`src/rtl/cache_port_arbiter_pkg.sv`:
```
// Shared encodings for the data-cache port arbiter: FSM states, grant and
// store-size codes, and the two-way arbitration rule.
package cache_port_arbiter_pkg;

    typedef enum logic [1:0] {
        IDLE      = 2'd0,
        ISSUE     = 2'd1,
        CHECK     = 2'd2,
        MISS_WAIT = 2'd3
    } arb_state_e;

    localparam logic GNT_LD    = 1'b0;
    localparam logic GNT_ST    = 1'b1;

    localparam logic SIZE_WORD = 1'b0;
    localparam logic SIZE_BYTE = 1'b1;

    // Urgency overrides fairness; with both pending, the side not served last wins.
    function automatic logic arb_pick(input logic ld_valid, input logic st_valid,
                                      input logic st_urgent, input logic last_grant);
        logic pick;
        if (st_urgent && st_valid) begin
            pick = GNT_ST;
        end else if (ld_valid && st_valid) begin
            pick = ~last_grant;
        end else if (st_valid) begin
            pick = GNT_ST;
        end else begin
            pick = GNT_LD;
        end
        return pick;
    endfunction

endpackage

```
`src/rtl/cache_port_arbiter_if.sv`:
```
// Bundle of the load/store request ports, the cache port and the responses
// seen by the cache port arbiter (slave) and its environment (master).
interface cache_port_arbiter_if #(
    parameter int ROB_TAG_W = 6,
    parameter int CNT_W     = 16
);
    logic                 ld_req_valid;
    logic                 ld_req_ready;
    logic [31:0]          ld_req_pc;
    logic [31:0]          ld_req_addr;
    logic [ROB_TAG_W-1:0] ld_req_tag;

    logic                 st_req_valid;
    logic                 st_req_ready;
    logic [31:0]          st_req_pc;
    logic [31:0]          st_req_addr;
    logic [31:0]          st_req_data;
    logic                 st_req_size;
    logic                 st_urgent;

    logic [31:0]          PC_in;
    logic [31:0]          address_in;
    logic [31:0]          data_sw;
    logic                 memRead;
    logic                 memWrite;
    logic                 storeSize;
    logic                 fromLSQ;
    logic [31:0]          lw_data;
    logic                 cacheMiss;

    logic                 ld_resp_valid;
    logic [31:0]          ld_resp_data;
    logic [ROB_TAG_W-1:0] ld_resp_tag;
    logic                 st_done;
    logic                 busy;
    logic [CNT_W-1:0]     miss_count;

    modport master (
        output ld_req_valid, ld_req_pc, ld_req_addr, ld_req_tag,
        output st_req_valid, st_req_pc, st_req_addr, st_req_data, st_req_size, st_urgent,
        output lw_data, cacheMiss,
        input  ld_req_ready, st_req_ready,
        input  PC_in, address_in, data_sw, memRead, memWrite, storeSize, fromLSQ,
        input  ld_resp_valid, ld_resp_data, ld_resp_tag, st_done, busy, miss_count
    );

    modport slave (
        input  ld_req_valid, ld_req_pc, ld_req_addr, ld_req_tag,
        input  st_req_valid, st_req_pc, st_req_addr, st_req_data, st_req_size, st_urgent,
        input  lw_data, cacheMiss,
        output ld_req_ready, st_req_ready,
        output PC_in, address_in, data_sw, memRead, memWrite, storeSize, fromLSQ,
        output ld_resp_valid, ld_resp_data, ld_resp_tag, st_done, busy, miss_count
    );

endinterface

```
`src/rtl/cache_port_arbiter_rr_arbiter2.sv`:
```
// Two-way round-robin arbiter with store-urgency override; the only state is
// the record of which side was granted last.
module cache_port_arbiter_rr_arbiter2
    import cache_port_arbiter_pkg::*;
(
    input  logic clk,
    input  logic rst,
    input  logic req_ld,
    input  logic req_st,
    input  logic urgent,
    input  logic accept,
    output logic grant_valid,
    output logic grant
);

    logic last_grant_r;

    // Current-cycle grant decision.
    always_comb begin
        grant_valid = req_ld | req_st;
        grant       = arb_pick(req_ld, req_st, urgent, last_grant_r);
    end

    // Remember the winner of each accepted request for the next tie-break.
    always_ff @(posedge clk) begin
        if (rst) begin
            last_grant_r <= GNT_LD;
        end else if (accept) begin
            last_grant_r <= grant;
        end else begin
            last_grant_r <= last_grant_r;
        end
    end

endmodule

```
`src/rtl/cache_port_arbiter.sv`:
```
// Shares the single data-cache port between the LSQ load port and the store
// commit port, replaying missed requests after a fixed penalty.
module cache_port_arbiter
    import cache_port_arbiter_pkg::*;
#(
    parameter int ROB_TAG_W    = 6,
    parameter int MISS_PENALTY = 4,
    parameter int CNT_W        = 16
) (
    input logic                 clk,
    input logic                 rst,
    cache_port_arbiter_if.slave bus
);

    localparam int               WAIT_W    = (MISS_PENALTY > 1) ? $clog2(MISS_PENALTY) : 1;
    localparam logic [WAIT_W-1:0] WAIT_LOAD = WAIT_W'(MISS_PENALTY - 1);
    localparam logic [WAIT_W-1:0] WAIT_ONE  = WAIT_W'(1);
    localparam logic [WAIT_W-1:0] WAIT_ZERO = WAIT_W'(0);
    localparam logic [CNT_W-1:0]  CNT_MAX   = {CNT_W{1'b1}};
    localparam logic [CNT_W-1:0]  CNT_ONE   = CNT_W'(1);

    arb_state_e           state_r;
    arb_state_e           state_s;
    logic                 grant_r;
    logic [31:0]          pc_r;
    logic [31:0]          addr_r;
    logic [31:0]          data_r;
    logic                 size_r;
    logic [ROB_TAG_W-1:0] tag_r;
    logic [WAIT_W-1:0]    wait_r;
    logic [CNT_W-1:0]     miss_count_r;

    logic                 gnt_valid_s;
    logic                 gnt_s;
    logic                 accept_s;
    logic                 hit_s;
    logic                 miss_s;

    cache_port_arbiter_rr_arbiter2 u_rr (
        .clk         (clk),
        .rst         (rst),
        .req_ld      (bus.ld_req_valid),
        .req_st      (bus.st_req_valid),
        .urgent      (bus.st_urgent),
        .accept      (accept_s),
        .grant_valid (gnt_valid_s),
        .grant       (gnt_s)
    );

    // Next-state logic; an accept is only possible from IDLE outside reset.
    always_comb begin
        state_s  = state_r;
        accept_s = 1'b0;
        case (state_r)
            IDLE: begin
                if (gnt_valid_s && !rst) begin
                    accept_s = 1'b1;
                    state_s  = ISSUE;
                end else begin
                    state_s  = IDLE;
                end
            end
            ISSUE: begin
                state_s = CHECK;
            end
            CHECK: begin
                if (bus.cacheMiss) begin
                    state_s = MISS_WAIT;
                end else begin
                    state_s = IDLE;
                end
            end
            MISS_WAIT: begin
                // CHECK itself counts as one penalty cycle, so leave one count early.
                if (wait_r <= WAIT_ONE) begin
                    state_s = ISSUE;
                end else begin
                    state_s = MISS_WAIT;
                end
            end
            default: begin
                state_s = IDLE;
            end
        endcase
    end

    // FSM state register.
    always_ff @(posedge clk) begin
        if (rst) begin
            state_r <= IDLE;
        end else begin
            state_r <= state_s;
        end
    end

    // Latch the winning request; loads carry zero data and word size to the cache.
    always_ff @(posedge clk) begin
        if (rst) begin
            grant_r <= GNT_LD;
            pc_r    <= 32'd0;
            addr_r  <= 32'd0;
            data_r  <= 32'd0;
            size_r  <= SIZE_WORD;
            tag_r   <= {ROB_TAG_W{1'b0}};
        end else if (accept_s && (gnt_s == GNT_LD)) begin
            grant_r <= GNT_LD;
            pc_r    <= bus.ld_req_pc;
            addr_r  <= bus.ld_req_addr;
            data_r  <= 32'd0;
            size_r  <= SIZE_WORD;
            tag_r   <= bus.ld_req_tag;
        end else if (accept_s) begin
            grant_r <= GNT_ST;
            pc_r    <= bus.st_req_pc;
            addr_r  <= bus.st_req_addr;
            data_r  <= bus.st_req_data;
            size_r  <= bus.st_req_size;
            tag_r   <= tag_r;
        end else begin
            grant_r <= grant_r;
            pc_r    <= pc_r;
            addr_r  <= addr_r;
            data_r  <= data_r;
            size_r  <= size_r;
            tag_r   <= tag_r;
        end
    end

    assign miss_s = (state_r == CHECK) && bus.cacheMiss;

    // Replay wait counter, loaded on a miss and counted down in MISS_WAIT.
    always_ff @(posedge clk) begin
        if (rst) begin
            wait_r <= WAIT_ZERO;
        end else if (miss_s) begin
            wait_r <= WAIT_LOAD;
        end else if ((state_r == MISS_WAIT) && (wait_r != WAIT_ZERO)) begin
            wait_r <= wait_r - WAIT_ONE;
        end else begin
            wait_r <= wait_r;
        end
    end

    // Saturating miss performance counter.
    always_ff @(posedge clk) begin
        if (rst) begin
            miss_count_r <= {CNT_W{1'b0}};
        end else if (miss_s && (miss_count_r != CNT_MAX)) begin
            miss_count_r <= miss_count_r + CNT_ONE;
        end else begin
            miss_count_r <= miss_count_r;
        end
    end

    // Output decode from the latched request and the current state.
    always_comb begin
        hit_s            = (state_r == CHECK) && !bus.cacheMiss;
        bus.ld_req_ready = accept_s && (gnt_s == GNT_LD);
        bus.st_req_ready = accept_s && (gnt_s == GNT_ST);
        bus.memRead      = (state_r == ISSUE) && (grant_r == GNT_LD);
        bus.memWrite     = (state_r == ISSUE) && (grant_r == GNT_ST);
        bus.fromLSQ      = (state_r == ISSUE) && (grant_r == GNT_LD);
        bus.PC_in        = pc_r;
        bus.address_in   = addr_r;
        bus.data_sw      = data_r;
        bus.storeSize    = size_r;
        bus.st_done      = hit_s && (grant_r == GNT_ST);
        bus.busy         = (state_r != IDLE);
        bus.miss_count   = miss_count_r;
        if (hit_s && (grant_r == GNT_LD)) begin
            bus.ld_resp_valid = 1'b1;
            bus.ld_resp_data  = bus.lw_data;
            bus.ld_resp_tag   = tag_r;
        end else begin
            bus.ld_resp_valid = 1'b0;
            bus.ld_resp_data  = 32'd0;
            bus.ld_resp_tag   = {ROB_TAG_W{1'b0}};
        end
    end

endmodule
```
`src/flat_wrapper.sv`:
```
// flat-port wrapper written by rule: the top's interface ports become plain ports
module cache_port_arbiter_flat import cache_port_arbiter_pkg::*;
#(
    parameter int ROB_TAG_W    = 6,
    parameter int MISS_PENALTY = 4,
    parameter int CNT_W        = 16
)
  (clk, rst, bus_ld_req_valid, bus_ld_req_pc, bus_ld_req_addr, bus_ld_req_tag, bus_st_req_valid, bus_st_req_pc, bus_st_req_addr, bus_st_req_data, bus_st_req_size, bus_st_urgent, bus_lw_data, bus_cacheMiss, bus_ld_req_ready, bus_st_req_ready, bus_PC_in, bus_address_in, bus_data_sw, bus_memRead, bus_memWrite, bus_storeSize, bus_fromLSQ, bus_ld_resp_valid, bus_ld_resp_data, bus_ld_resp_tag, bus_st_done, bus_busy, bus_miss_count);
  cache_port_arbiter_if #(.ROB_TAG_W(ROB_TAG_W), .CNT_W(CNT_W)) bus_i ();
  input logic clk;
  input logic rst;
  input wire logic [$bits(bus_i.ld_req_valid)-1:0] bus_ld_req_valid;
  input wire logic [$bits(bus_i.ld_req_pc)-1:0] bus_ld_req_pc;
  input wire logic [$bits(bus_i.ld_req_addr)-1:0] bus_ld_req_addr;
  input wire logic [$bits(bus_i.ld_req_tag)-1:0] bus_ld_req_tag;
  input wire logic [$bits(bus_i.st_req_valid)-1:0] bus_st_req_valid;
  input wire logic [$bits(bus_i.st_req_pc)-1:0] bus_st_req_pc;
  input wire logic [$bits(bus_i.st_req_addr)-1:0] bus_st_req_addr;
  input wire logic [$bits(bus_i.st_req_data)-1:0] bus_st_req_data;
  input wire logic [$bits(bus_i.st_req_size)-1:0] bus_st_req_size;
  input wire logic [$bits(bus_i.st_urgent)-1:0] bus_st_urgent;
  input wire logic [$bits(bus_i.lw_data)-1:0] bus_lw_data;
  input wire logic [$bits(bus_i.cacheMiss)-1:0] bus_cacheMiss;
  output wire logic [$bits(bus_i.ld_req_ready)-1:0] bus_ld_req_ready;
  output wire logic [$bits(bus_i.st_req_ready)-1:0] bus_st_req_ready;
  output wire logic [$bits(bus_i.PC_in)-1:0] bus_PC_in;
  output wire logic [$bits(bus_i.address_in)-1:0] bus_address_in;
  output wire logic [$bits(bus_i.data_sw)-1:0] bus_data_sw;
  output wire logic [$bits(bus_i.memRead)-1:0] bus_memRead;
  output wire logic [$bits(bus_i.memWrite)-1:0] bus_memWrite;
  output wire logic [$bits(bus_i.storeSize)-1:0] bus_storeSize;
  output wire logic [$bits(bus_i.fromLSQ)-1:0] bus_fromLSQ;
  output wire logic [$bits(bus_i.ld_resp_valid)-1:0] bus_ld_resp_valid;
  output wire logic [$bits(bus_i.ld_resp_data)-1:0] bus_ld_resp_data;
  output wire logic [$bits(bus_i.ld_resp_tag)-1:0] bus_ld_resp_tag;
  output wire logic [$bits(bus_i.st_done)-1:0] bus_st_done;
  output wire logic [$bits(bus_i.busy)-1:0] bus_busy;
  output wire logic [$bits(bus_i.miss_count)-1:0] bus_miss_count;
  assign bus_i.ld_req_valid = bus_ld_req_valid;
  assign bus_i.ld_req_pc = bus_ld_req_pc;
  assign bus_i.ld_req_addr = bus_ld_req_addr;
  assign bus_i.ld_req_tag = bus_ld_req_tag;
  assign bus_i.st_req_valid = bus_st_req_valid;
  assign bus_i.st_req_pc = bus_st_req_pc;
  assign bus_i.st_req_addr = bus_st_req_addr;
  assign bus_i.st_req_data = bus_st_req_data;
  assign bus_i.st_req_size = bus_st_req_size;
  assign bus_i.st_urgent = bus_st_urgent;
  assign bus_i.lw_data = bus_lw_data;
  assign bus_i.cacheMiss = bus_cacheMiss;
  assign bus_ld_req_ready = bus_i.ld_req_ready;
  assign bus_st_req_ready = bus_i.st_req_ready;
  assign bus_PC_in = bus_i.PC_in;
  assign bus_address_in = bus_i.address_in;
  assign bus_data_sw = bus_i.data_sw;
  assign bus_memRead = bus_i.memRead;
  assign bus_memWrite = bus_i.memWrite;
  assign bus_storeSize = bus_i.storeSize;
  assign bus_fromLSQ = bus_i.fromLSQ;
  assign bus_ld_resp_valid = bus_i.ld_resp_valid;
  assign bus_ld_resp_data = bus_i.ld_resp_data;
  assign bus_ld_resp_tag = bus_i.ld_resp_tag;
  assign bus_st_done = bus_i.st_done;
  assign bus_busy = bus_i.busy;
  assign bus_miss_count = bus_i.miss_count;
  cache_port_arbiter #(.ROB_TAG_W(ROB_TAG_W), .MISS_PENALTY(MISS_PENALTY), .CNT_W(CNT_W)) u_core (.clk(clk), .rst(rst), .bus(bus_i));
endmodule
```
`config.mk`:
```
export PLATFORM = sky130hd
export DESIGN_NAME = cache_port_arbiter_flat
export DESIGN_NICKNAME = d
export VERILOG_FILES = /design/src/rtl/cache_port_arbiter_pkg.sv /design/src/rtl/cache_port_arbiter_if.sv /design/src/rtl/cache_port_arbiter_rr_arbiter2.sv /design/src/rtl/cache_port_arbiter.sv /design/src/flat_wrapper.sv
export SDC_FILE = /design/constraint.sdc
export NUM_CORES = 1
export LEC_CHECK = 0
export ABC_CLOCK_PERIOD_IN_PS = 2500
export CORE_AREA = 2 2 142 144
export CTS_CLUSTER_DIAMETER = 120
export DETAILED_ROUTE_END_ITERATION = 6
export DIE_AREA = 0 0 144 146
export PLACE_DENSITY = 0.71
export SLEW_MARGIN = 15
export SYNTH_ARGS = -nofsm -noshare
export SYNTH_HDL_FRONTEND = slang
export SYNTH_SLANG_ARGS = --single-unit
```
`constraint.sdc`:
```
create_clock -name clk -period 2.5 [get_ports clk]
set_input_delay 0.5 -clock clk [delete_from_list [all_inputs] [get_ports clk]]
set_output_delay 0.5 -clock clk [all_outputs]
set_load 0.005 [all_outputs]
```
==> metrics.txt <==
asr flop ratio synth 0; switching share of total power 0.257; mean post-synth cell area 8.94 sq um; clock share of power 0.412; required time of the critical path 2.00 ns; fmax 423 MHz; share of Yosys cell area claimed by the top area cell type 0.447; Rows 51; top cell type by total area after synthesis dfxtp_1; RSZ-0062 raised after global routing false; CTS buffer count 17; average wire per standard cell 15.9 um; worst slack, placed -0.176 ns; Syn Inst Count 626; PnR worst setup slack 0.134 ns; CP Data Arrival Time 1.87 ns; Initial Util 0.289; hold depth 2; Iteration-0 DRC Markers 300; initial antenna violation count 1; hold-fix buffers at CTS 0; clock skew 0.00853 ns; CTS Sinks 125; Logic pwr share 0.220; chip height 146 um; chip width 144 um; Leak 4.30 nW; origin of the critical flop-to-flop path u_core.bus.miss_count[0]$_SDFFE_PP0P_; top post-synthesis cells by area dfxtp_1, mux2i_1, a211oi_1, nor2_1, nand2_1; largest net degree at the start of global routing 101; synthesized area 5590 sq um; fin crit period 2.37 ns; Hold Path Class input pin to flop; top post-synthesis cells by count dfxtp_1, nor2_1, nand2_1; Clock Tree Root clkbuf_16; DP Cell Count 1218; first-pass GRT wire length 30500 um; DRC viols 0; GPL Wtd Cong 0.780; #FFs+latches synth 125; Synthesized Nets 834; status completed; Longest Clk Path Bufs 2; Power Internal 4.56 mW; Reg area 2510 sq um; Core Area 19300 sq um; worst reg-to-reg path cell count 6; Psw 1.57 mW; Die Area 21000 sq um; count leader, synth dfxtp_1; port buffer count 363; Final ANT Viol Nets 0; htree depth 4; Post-Layout Cell Count 1254; IO Pins 364; Filler Cell Count 1769; clk_lat worst skew 0.41 ns; R2R Path End u_core.bus.miss_count[3]$_SDFFE_PP0P_; slew margin rel. 0.372; fin crit share 0.946; PwrDens 600 nW/um^2; Final Setup Violations 0; crit path capture type output pin; DR pass1 iterations 5; startpoint types input pin; Critical Path Source bus_st_req_valid; Tot GR Track Use 0.188; clock-pin slew on the worst setup and hold paths 0.06 ns; CP Max Fanout 2; Vias 5773; routed vias/inst 4.60; Main synth FF type dfxtp_1; Area Overhead vs Synth 82.8%; internal reg-to-reg setup slack 0.46 ns; Final Routed Wirelength 20000 um; Worst Setup EP bus_ld_req_ready; sequential area share after synthesis 0.447; number of max-cap violations 0; overflow left after global routing 0; maximum VDD drop 419 uV; hpwl dp 15100 um; TritonCTS clock tree done; fraction of layout cells with a size suffix above 1 0.0719; final hold vios 0; CP Class input pin to output pin; fin nets 1184; Synth cell types 50; Yosys warnings 0; Slew Limit Fails 0; number of synthesized flops with an enable pin 0; area taken by multi-input logic gates 2850 sq um; share of power burned in registers 0.368; number of global-route vias before repair 5511; Worst-Margin Slew 0.942 ns
==> flip-flops by register name, summed over array words and instances, names as in the netlist <==
register	cells
u_core.state_r	2
u_core.bus.data_sw	32
u_core.grant_r	1
u_core.bus.PC_in	32
u_core.u_rr.last_grant_r	1
u_core.bus.miss_count	16
u_core.wait_r	2
u_core.bus.storeSize	1
u_core.bus.address_in	32
u_core.tag_r	6
==> layout by cell type, fill, tap and decap left out, types with 2 or more instances in the layout <==
| master | synthesis | layout |
|---|---|---|
| clkdlybuf4s50_1 | 0 | 321 |
| inv_6 | 0 | 4 |
| nand2_1 | 72 | 72 |
| o311ai_0 | 2 | 2 |
| buf_4 | 5 | 14 |
| nor2_1 | 76 | 76 |
| a22o_1 | 6 | 6 |
| and2_1 | 39 | 39 |
| dlygate4sd2_1 | 0 | 23 |
| or2_2 | 2 | 2 |
| mux2i_1 | 65 | 65 |
| a21oi_1 | 44 | 44 |
| clkbuf_16 | 0 | 17 |
| nor2b_1 | 4 | 4 |
| inv_1 | 6 | 6 |
| o41ai_1 | 2 | 2 |
| nor4_1 | 3 | 3 |
| a31oi_1 | 2 | 2 |
| o31ai_1 | 5 | 5 |
| buf_12 | 0 | 6 |
| a211oi_1 | 66 | 66 |
| clkbuf_1 | 19 | 2 |
| buf_6 | 0 | 2 |
| nand3_1 | 7 | 7 |
| clkinv_4 | 0 | 2 |
| dlymetal6s2s_1 | 0 | 18 |
| mux2_2 | 3 | 3 |
| o21ai_0 | 4 | 4 |
| or3_1 | 2 | 2 |
| dfxtp_1 | 125 | 123 |
| or4_1 | 5 | 5 |
| clkinvlp_4 | 0 | 2 |
| bufinv_16 | 0 | 3 |
| ha_1 | 3 | 3 |
| nand4_1 | 5 | 5 |
==> worst min path at each step <==
stage	startpoint	end	slack (ns)
3_5_place_dp	u_core.bus.data_sw[27]$_SDFFE_PP0P_	u_core.bus.data_sw[27]$_SDFFE_PP0P_	0.45
5_1_grt	rst	u_core.bus.address_in[12]$_SDFFE_PP0P_	0.34
2_1_floorplan	u_core.tag_r[0]$_SDFFE_PP0P_	u_core.tag_r[0]$_SDFFE_PP0P_	0.43
4_1_cts	rst	u_core.bus.address_in[11]$_SDFFE_PP0P_	0.33
6_report	rst	u_core.bus.address_in[12]$_SDFFE_PP0P_	0.34
3_3_place_gp	u_core.bus.data_sw[19]$_SDFFE_PP0P_	u_core.bus.data_sw[19]$_SDFFE_PP0P_	0.44
==> power by group through the flow <==
stage                     Combinational (mW)  Sequential (mW)  Clock (mW)
after floorplan                        0.513             2.30           0
after global placement                  1.35             2.29           0
after detailed placement                1.36             2.30           0
after CTS                               1.37             2.26        2.58
after global routing                    1.48             2.28        2.68
final                                   1.35             2.26        2.52
==> stage by stage <==
step | hold WS, ns | total power, mW | TNS, ns | area [sq um] | util
after floorplan | 0.434 | 2.82 | 0 | 5590 | -
after global placement | 0.441 | 3.64 | -4.47 | 9530 | 0.493
after CTS | 0.327 | 6.21 | 0 | 10200 | 0.526
after detailed placement | 0.445 | 3.65 | -5.91 | 9530 | 0.493
after global routing | 0.338 | 6.43 | 0 | 10200 | 0.529
final | 0.344 | 6.13 | 0 | 10200 | 0.529
==> critical path, cell delays in order <==
cell and delay (ns):
clkdlybuf4s50_1 0.52, nor2_1 0.10, buf_12 0.13, nor3_4 0.11, and2_1 0.17, dlygate4sd2_1 0.33
==> final cells by class <==
| cell class | instances | share of cell area |
|---|---|---|
| Clock inverter | 12 | 0.0159 |
| Inverter | 6 | 0.00220 |
| Antenna cell | 1 | 0.000245 |
| Timing Repair Buffer | 385 | 0.383 |
| Tap cell | 265 | 0.0324 |
| Sequential cell | 125 | 0.245 |
| Multi-Input combinational cell | 441 | 0.279 |
| Clock buffer | 19 | 0.0423 |
==> routing by layer <==
metal  share of wire  wire (um)  track usage  up-vias
met4           0.022        445       0.0632        0
li1                -          -            -     2919
met2            0.52      10300        0.341      260
met3           0.088       1750       0.0625       33
met5               0          0            0        -
met1            0.37       7480        0.203     2561
==> logic make-up (layout without fill, tap and decap cells) <==
group / Yosys count / in the layout / share of synthesized area
and+or+nand+nor: 231 / 231 / 0.206
AOI/OAI and AO/OA: 138 / 138 / 0.166
DFF: 125 / 125 / 0.447
muxes: 69 / 69 / 0.124
buffers and inverters: 60 / 422 / 0.0494
adders and majority gates: 3 / 3 / 0.00671
other: 0 / 1 / 0
==> timing repair <==
action                     4_1_cts  5_1_grt
gates resized for setup         31       19
setup endpoints to repair       43       18
buffers inserted                 2        1
pin swaps                        0        1
gates cloned                     1        0
No activity file was read; power rests on OpenSTA's default activity.
